==> src/rtl/uart_tx_fifo.sv <==
// UART transmitter fed by a small holding FIFO; frames are start, data LSB first, optional parity, 1 or 2 stop bits.
// Define UART_TX_OVERFLOW_EN to add the sticky overflow flag and its clear input.
module uart_tx_fifo #(
    parameter int DATA_WIDTH = 8,
    parameter int FIFO_DEPTH = 4,
    parameter int PRESCALE_W = 8
) (
    input  logic                  clk,
    input  logic                  rst_n,
    input  logic [DATA_WIDTH-1:0] P_DATA,
    input  logic                  Data_Valid,
    input  logic                  parity_enable,
    input  logic                  parity_type,
    input  logic                  stop_bits,
    input  logic [PRESCALE_W-1:0] prescale,
    output logic                  TX_OUT,
    output logic                  busy,
    output logic                  fifo_full,
    output logic                  fifo_empty
`ifdef UART_TX_OVERFLOW_EN
    ,
    output logic                  overflow,
    input  logic                  overflow_clr
`endif
);

    localparam int AW = (FIFO_DEPTH > 1) ? $clog2(FIFO_DEPTH) : 1;
    localparam int CW = AW + 1;
    localparam int BW = (DATA_WIDTH > 1) ? $clog2(DATA_WIDTH) : 1;
    localparam logic [CW-1:0] FULL_CNT = CW'(FIFO_DEPTH);
    localparam logic [CW-1:0] CNT_ONE = CW'(1);
    localparam logic [AW-1:0] PTR_ONE = AW'(1);
    localparam logic [BW-1:0] BIT_ONE = BW'(1);
    localparam logic [BW-1:0] LAST_BIT = BW'(DATA_WIDTH - 1);
    localparam logic [PRESCALE_W-1:0] PS_ONE = PRESCALE_W'(1);

    typedef enum logic [2:0] {
        IDLE,
        START,
        DATA,
        PARITY,
        STOP
    } state_t;

    state_t state;
    state_t state_nx;

    logic [DATA_WIDTH-1:0] mem [FIFO_DEPTH];
    logic [AW-1:0]         wr_ptr;
    logic [AW-1:0]         rd_ptr;
    logic [CW-1:0]         count;
    logic                  wr_en;
    logic                  pop;

    logic [DATA_WIDTH-1:0] data_q;
    logic [PRESCALE_W-1:0] ps_q;
    logic [PRESCALE_W-1:0] cnt;
    logic [PRESCALE_W-1:0] ps_eff;
    logic                  par_en_q;
    logic                  par_odd_q;
    logic                  stop2_q;
    logic [BW-1:0]         bit_idx;
    logic                  stop_idx;
    logic                  tick;
    logic                  line_bit;

    // full is taken from the registered count, so a same-cycle pop never frees room
    assign fifo_full  = (count == FULL_CNT);
    assign fifo_empty = (count == '0);
    assign wr_en      = Data_Valid && !fifo_full;
    assign busy       = (state != IDLE);
    assign tick       = busy && (cnt == '0);
    assign ps_eff     = (prescale == '0) ? PS_ONE : prescale;

    always_ff @(posedge clk) begin
        if (wr_en) begin
            mem[wr_ptr] <= P_DATA;
        end
    end

    always_ff @(posedge clk or negedge rst_n) begin
        if (!rst_n) begin
            wr_ptr <= '0;
            rd_ptr <= '0;
            count  <= '0;
        end else begin
            if (wr_en) begin
                wr_ptr <= wr_ptr + PTR_ONE;
            end
            if (pop) begin
                rd_ptr <= rd_ptr + PTR_ONE;
            end
            case ({wr_en, pop})
                2'b10:   count <= count + CNT_ONE;
                2'b01:   count <= count - CNT_ONE;
                default: count <= count;
            endcase
        end
    end

    always_comb begin
        state_nx = state;
        pop      = 1'b0;
        unique case (state)
            IDLE: begin
                if (!fifo_empty) begin
                    pop      = 1'b1;
                    state_nx = START;
                end
            end
            START: begin
                if (tick) begin
                    state_nx = DATA;
                end
            end
            DATA: begin
                if (tick && (bit_idx == LAST_BIT)) begin
                    state_nx = par_en_q ? PARITY : STOP;
                end
            end
            PARITY: begin
                if (tick) begin
                    state_nx = STOP;
                end
            end
            STOP: begin
                if (tick && (!stop2_q || stop_idx)) begin
                    if (!fifo_empty) begin
                        pop      = 1'b1;
                        state_nx = START;
                    end else begin
                        state_nx = IDLE;
                    end
                end
            end
            default: state_nx = IDLE;
        endcase
    end

    always_comb begin
        line_bit = 1'b1;
        unique case (state)
            START:   line_bit = 1'b0;
            DATA:    line_bit = data_q[bit_idx];
            PARITY:  line_bit = (^data_q) ^ par_odd_q;
            default: line_bit = 1'b1;
        endcase
    end

    // frame settings are captured at pop so input changes never disturb a frame in flight
    always_ff @(posedge clk or negedge rst_n) begin
        if (!rst_n) begin
            state     <= IDLE;
            TX_OUT    <= 1'b1;
            data_q    <= '0;
            ps_q      <= '0;
            cnt       <= '0;
            par_en_q  <= 1'b0;
            par_odd_q <= 1'b0;
            stop2_q   <= 1'b0;
            bit_idx   <= '0;
            stop_idx  <= 1'b0;
        end else begin
            state  <= state_nx;
            TX_OUT <= line_bit;
            if (pop) begin
                data_q    <= mem[rd_ptr];
                ps_q      <= ps_eff;
                cnt       <= ps_eff - PS_ONE;
                par_en_q  <= parity_enable;
                par_odd_q <= parity_type;
                stop2_q   <= stop_bits;
                bit_idx   <= '0;
                stop_idx  <= 1'b0;
            end else if (tick) begin
                cnt <= ps_q - PS_ONE;
                if (state == DATA) begin
                    bit_idx <= bit_idx + BIT_ONE;
                end
                if (state == STOP) begin
                    stop_idx <= 1'b1;
                end
            end else if (busy) begin
                cnt <= cnt - PS_ONE;
            end
        end
    end

`ifdef UART_TX_OVERFLOW_EN
    always_ff @(posedge clk or negedge rst_n) begin
        if (!rst_n) begin
            overflow <= 1'b0;
        end else if (Data_Valid && fifo_full) begin
            overflow <= 1'b1;
        end else if (overflow_clr) begin
            overflow <= 1'b0;
        end
    end
`endif

endmodule

==> config.mk <==
export PLATFORM = sky130hd
export DESIGN_NAME = uart_tx_fifo
export DESIGN_NICKNAME = d
export VERILOG_FILES = /design/src/rtl/uart_tx_fifo.sv
export SDC_FILE = /design/constraint.sdc
export NUM_CORES = 1
export LEC_CHECK = 0
export BUFFER_PORTS_ARGS = -buffer_cell sky130_fd_sc_hd__buf_2
export CAP_MARGIN = 20
export CORE_ASPECT_RATIO = 1.5
export CORE_MARGIN = 2
export CORE_UTILIZATION = 30
export DETAILED_ROUTE_END_ITERATION = 8
export SYNTH_ARGS = -nofsm -noshare
export SYNTH_HDL_FRONTEND = slang
export SYNTH_SLANG_ARGS = --single-unit
==> constraint.sdc <==
create_clock -name clk -period 5.8 [get_ports clk]
set_clock_uncertainty 0.15 [all_clocks]
set_input_delay 0.29 -clock clk [delete_from_list [all_inputs] [get_ports clk]]
set_output_delay 0.29 -clock clk [all_outputs]
set_load 0.05 [all_outputs]
==> After elaboration in Yosys (flattened, before gate mapping) <==
Memory sizes are Yosys's and may differ from the RTL's. A register that Yosys moved wholly into a read port is not among the register bits.
Cells that the tools add are included.
{ "totals": {"mem_count": 1, "out_inout_bits": 4, "reg_bits": 34, "inputBits": 22, "word_cells": 85, "ram_bits": 32} }
{ "memory_table": {"columns": ["name", "depth", "word_bits", "read_ports", "rd_ports_with_merged_regs", "wr", "line", "rtl"], "rows": [
  ["mem", 4, 8, 1, 1, 1, "48", "logic [DATA_WIDTH-1:0] mem [FIFO_DEPTH];"]
]} }
{ "op_classes": {"muxes": 27, "n_eq_ne": 13, "n_reduce_logical": 22, "n_addsub": 8, "bitwise_logic": 1, "n_lt_le_gt_ge": 1} }
{ "ops": {"columns": ["operator", "n"], "rows": [
  ["$mux 8", 4],
  ["$mux 3", 9],
  ["$sub 8x1->8 const B", 3],
  ["$logic_not 8->1", 2],
  ["$pmux 3 s5", 1],
  ["$ne 2x2->1 const B", 5],
  ["$eq 3x3->1 const B", 3],
  ["$mux 1", 9],
  ["$reduce_bool 2->1", 4],
  ["$reduce_xor 8->1", 1],
  ["$add 3x1->3 const B", 2],
  ["$eq 3x2->1 const B", 2],
  ["$logic_not 3->1", 2],
  ["$pmux 3 s2", 1],
  ["$reduce_bool 3->1", 2],
  ["$reduce_and 5->1", 1],
  ["$add 2x1->2 const B", 2],
  ["$logic_and 1x1->1", 4],
  ["$lt 3x4->1 const B", 1],
  ["$reduce_and 2->1", 2],
  ["$bmux 1 s3", 1],
  ["$eq 3x1->1 const B", 1],
  ["$logic_not 1->1", 3],
  ["$pmux 1 s3", 1],
  ["6 further kinds", 6]
]} }

==> Logic depth before layout (Yosys ltp) <==
{ "logic_depth": {"word_depth": 7, "mapped_depth": 14, "mapped_depth_nobuf": 11} }

==> Least setup slack after synthesis <==
Ideal clock, no wire load.
{ "synth_timing": {"path_kind": "register -> register", "startpoint": "reg count[0]", "endpoint": "reg cnt[6]", "required_ns": 5.526, "path_stages_with_launch": 13, "arrival_ns": 3.540, "slack_ns": 1.986, "synth_period_minus_slack_ns": 3.814, "setup_ns": 0.124, "path_cell_list": "dfrtp_1 -> nor3_1 -> nor3_2 -> nand2_2 -> clkinv_2 -> buf_6 -> nand2_1 -> o21a_1 -> ha_1 -> and3b_1 -> nor4b_1 -> nor3_1 -> a211o_1"} }
{ "synth_via": {"elab_chain_cells": 5, "elab_cells_between_ends": 6, "cone_classes": "mux: 4; reduce/logical: 2"} }
{ "synth_lines": {"columns": ["element", "line", "rtl"], "rows": [
  ["start, declared", "51", "logic [CW-1:0] count;"],
  ["start signal, assigned", "94", "2'b10: count <= count + CNT_ONE;"],
  ["start signal, assigned", "95", "2'b01: count <= count - CNT_ONE;"],
  ["start signal, assigned", "96", "default: count <= count;"],
  ["$logic_not 3->1 (*)", "69", "assign fifo_empty = (count == '0);"],
  ["net fifo_empty", "19", "output logic fifo_empty"],
  ["$mux 1 (*)", "106, 128", null],
  ["$mux 1", "127", "if (tick && (!stop2_q || stop_idx)) begin"],
  ["$pmux 1 s2 (*)", "104", "unique case (state)"],
  ["$reduce_bool 3->1 (no line) / $mux 8 (equally long branches)", null, null],
  ["end signal, assigned", "169", "cnt <= ps_eff - PS_ONE;"],
  ["end signal, assigned", "176", "cnt <= ps_q - PS_ONE;"],
  ["end signal, assigned", "184", "cnt <= cnt - PS_ONE;"],
  ["end, declared", "57", "logic [PRESCALE_W-1:0] cnt;"]
]} }
Mark *: on every way through the listed nets, which the timed path passes. The rest lies on a longest branch.
A chain may end at the register's enable or synchronous reset.

==> Worst setup path after layout <==
{ "layout_timing": {"startpoint": "reg cnt[6]", "endpoint": "reg cnt[6]"} }
{ "layout_via": {"elab_chain_cells": 6, "elab_cells_between_ends": 10, "cone_classes": "add/sub: 1; mux: 5; reduce/logical: 4"} }
{ "layout_lines": {"columns": ["element"], "rows": [
  ["parallel branches: the longest is 6 deep, another holds $sub 8x1->8"]
]} }
Several ways; the timed one is not identified. The select of a mux whose other input is x is not followed.

==> run summary <==
area of the multi-input gates -> 0.00162 mm^2
top post-synthesis cells by area -> dfrtp_1, edfxtp_1, nand2_1
initial detailed-routing violation count -> 200
Root Buffer -> clkbuf_16
fin crit share -> 68.8%
initial antenna violation count -> 0
Seq. cell area -> 0.00201 mm^2
Final setup viols -> 0
die width -> 95.5 um
cell area power density -> 574 mW/mm^2
Unique masters post-synth -> 60
startpoint types -> register
fmax -> 251 MHz
GRT overflow -> 0
Num Clock Sinks -> 74
min-delay worst type -> in2async
IO buf count -> 25
core box area -> 0.0124 mm^2
most frequent cell after synthesis -> nand2_1
Post-Syn Nets -> 365
master of the slowest instance on the critical path -> or4_1
hpwl dp -> 6.05 mm
WL/cell -> 16.1 um
#FFs+latches synth -> 74
Max VDD drop -> 259 uV
largest net degree at the start of global routing -> 43
static leakage -> 0.00175 uW
CTS tree -> yes
num ports -> 26
diode count -> 0
# rows -> 50
failing checks -> hold timing
most area-hungry cell type in the Yosys netlist -> dfrtp_1
Seq/Total Area, Yosys -> 53.5%
MaxCap Viol Count -> 0
unrepaired setup endpoints after global routing -> no
mapped cell area -> 0.00376 mm^2
share of post-route cells with drive strength above 1 -> 16.7%
Die Span Y -> 141 um
gr usage total -> 13.8%
clk_lat worst skew -> 340 ps
Slew Viols, Final -> 0
CP max FO -> 32
CTS max path bufs -> 2
Setup TNS -> 0 ps
Post-Route WL -> 8.39 mm
CP top delay family -> simple AND/OR/NAND/NOR gates
total number of H-tree levels -> 3
# resized after CTS -> 0
die area -> 0.0135 mm^2
via count -> 2,711
DRT Pass-1 Iters -> 4
Post-synth EDFFs -> 32
worst path cell trace -> or4_1 -> o31ai_4 -> nand2_2 -> clkinv_2 -> o21a_1 -> ha_1 -> and3b_1 -> nor4b_1 -> nor3_1 -> a211o_1
final core utilization -> 35.0%
Initial Utilization -> 30.4%
Inst Count DP -> 502
Area Growth Syn to Fin -> 15.1%
Synth top area share -> 27.3%
Via density -> 5.20
nets -> 391
global-route wire length before repair -> 14.0 mm
CP endpoint kind -> register
Final GP Congestion -> 0.877
Detail Route Antenna Nets -> 0
most common library cells after synthesis -> nand2_1, dfrtp_1, edfxtp_1
YS warnings -> 0
Post-Synthesis Cells -> 334
FILL cells -> 1,235
crit path DAT -> 4070 ps
Bufs and invs on worst path -> 1
Avg Cell Area, Syn -> 11.3 um^2
ys flop type -> dfrtp_1
# DRC -> 0
Slew @ Worst Pin -> 989 ps
status -> complete, but fails checks
FFs w/ async S/R, synth -> 56.8%
clk slew on worst S/H paths -> 60 ps
vias in the first global route -> 2,783
max incr delay on CP -> 700 ps
total power -> 2490 uW
Hold Vio Cnt, Final -> 41
Critical Path RT -> 5880 ps
WHS -> -53.9 ps
Num CTS Buffers -> 9
Max-slew headroom -> 34.0%
final non-filler cell total -> 521
crit path time final -> 3990 ps
WS Path Type -> reg2reg
## worst reg2reg max path, delay by kind of cell, from the launching register on
kind                     cells  cell delay (ps)
AND/OR/NAND/NOR              5             1640
flip-flops                   1              430
AO/OA/AOI/OAI                3              860
adder cells (fa/ha/maj)      1              340
buffers and inverters        1              470
## layer usage
metal | wire (um) | global-route usage [%] | up-vias
met5 | 0 | 0 | -
met4 | 372 | 7.97 | 0
met3 | 342 | 3.69 | 24
met2 | 4490 | 23.6 | 69
met1 | 3190 | 14.9 | 1344
li1 | - | - | 1274
## cell families after synthesis
family                     count (synthesis)  share of synthesized area (%)
buffers and inverters                     26                           3.39
muxes                                     15                           7.35
DFF                                       74                           53.5
AOI/OAI and AO/OA                         55                           11.0
adders and majority gates                  9                           3.19
and+or+nand+nor                          136                           17.1
xor gates and xnor gates                  19                           4.42
## through the flow
step	setup WS (ps)	hold slack, ps	instance area, um^2
floorplan	1990	-156	3760
global placement	1900	308	4010
detailed placement	1850	309	4010
CTS	1830	4.10	4330
global route	1580	12.1	4330
finish	1810	-53.9	4330
## cell usage in the layout (no fill, tap or decap), drive strengths merged, types with 9 or more instances in the layout
| master | count |
|---|---|
| xnor2 | 12 |
| nor3 | 15 |
| o21ai | 9 |
| a21oi | 10 |
| clkbuf | 14 |
| edfxtp | 32 |
| nor2 | 23 |
| mux4 | 10 |
| inv | 11 |
| dfrtp | 41 |
| buf | 27 |
| nand2 | 63 |
## state kept, by name, summed over array words and instances (netlist names)
signal	count
cnt	8
data_q	8
count	3
stop2_q	1
bit_idx	3
rd_ptr	2
par_odd_q	1
mem	32
wr_ptr	2
stop_idx	1
ps_q	8
state	3
par_en_q	1
TX_OUT	1
## power breakdown
part / leakage (uW) / switching, uW / internal, uW
sequential: 0.000805 / 204 / 743
clock: 0.000138 / 209 / 328
combinational: 0.000805 / 580 / 424
## path summary, 6_finish.rpt
path / startpoint / endpoint / slack, ps / cells after the start
max: cnt[6] / cnt[6] / 1810 / 10
min: rst_n / cnt[6] / -50 / 1
max reg2reg: cnt[6] / cnt[6] / 1810 / 10
min reg2reg: stop2_q / stop2_q / 320 / 2
max in group asynchronous: rst_n / par_en_q / 4920 / 1
min in group clk: parity_type / par_odd_q / 10 / 3
## layout make-up
cell class,count,share of cell area (%)
timing repair buffer,30,3.81
clock buffer,13,6.27
clock inverter,3,0.491
multi-input combinational,234,37.5
inverter,11,0.982
sequential,74,46.5
tap,156,4.51
## repair_timing
| item | 4_1_cts | 5_1_grt |
|---|---|---|
| hold buffers | 2 | 0 |
| hold endpoints to repair | 2 | 0 |
| setup buffers | 0 | 0 |
Power figures use the tool's default switching activity.
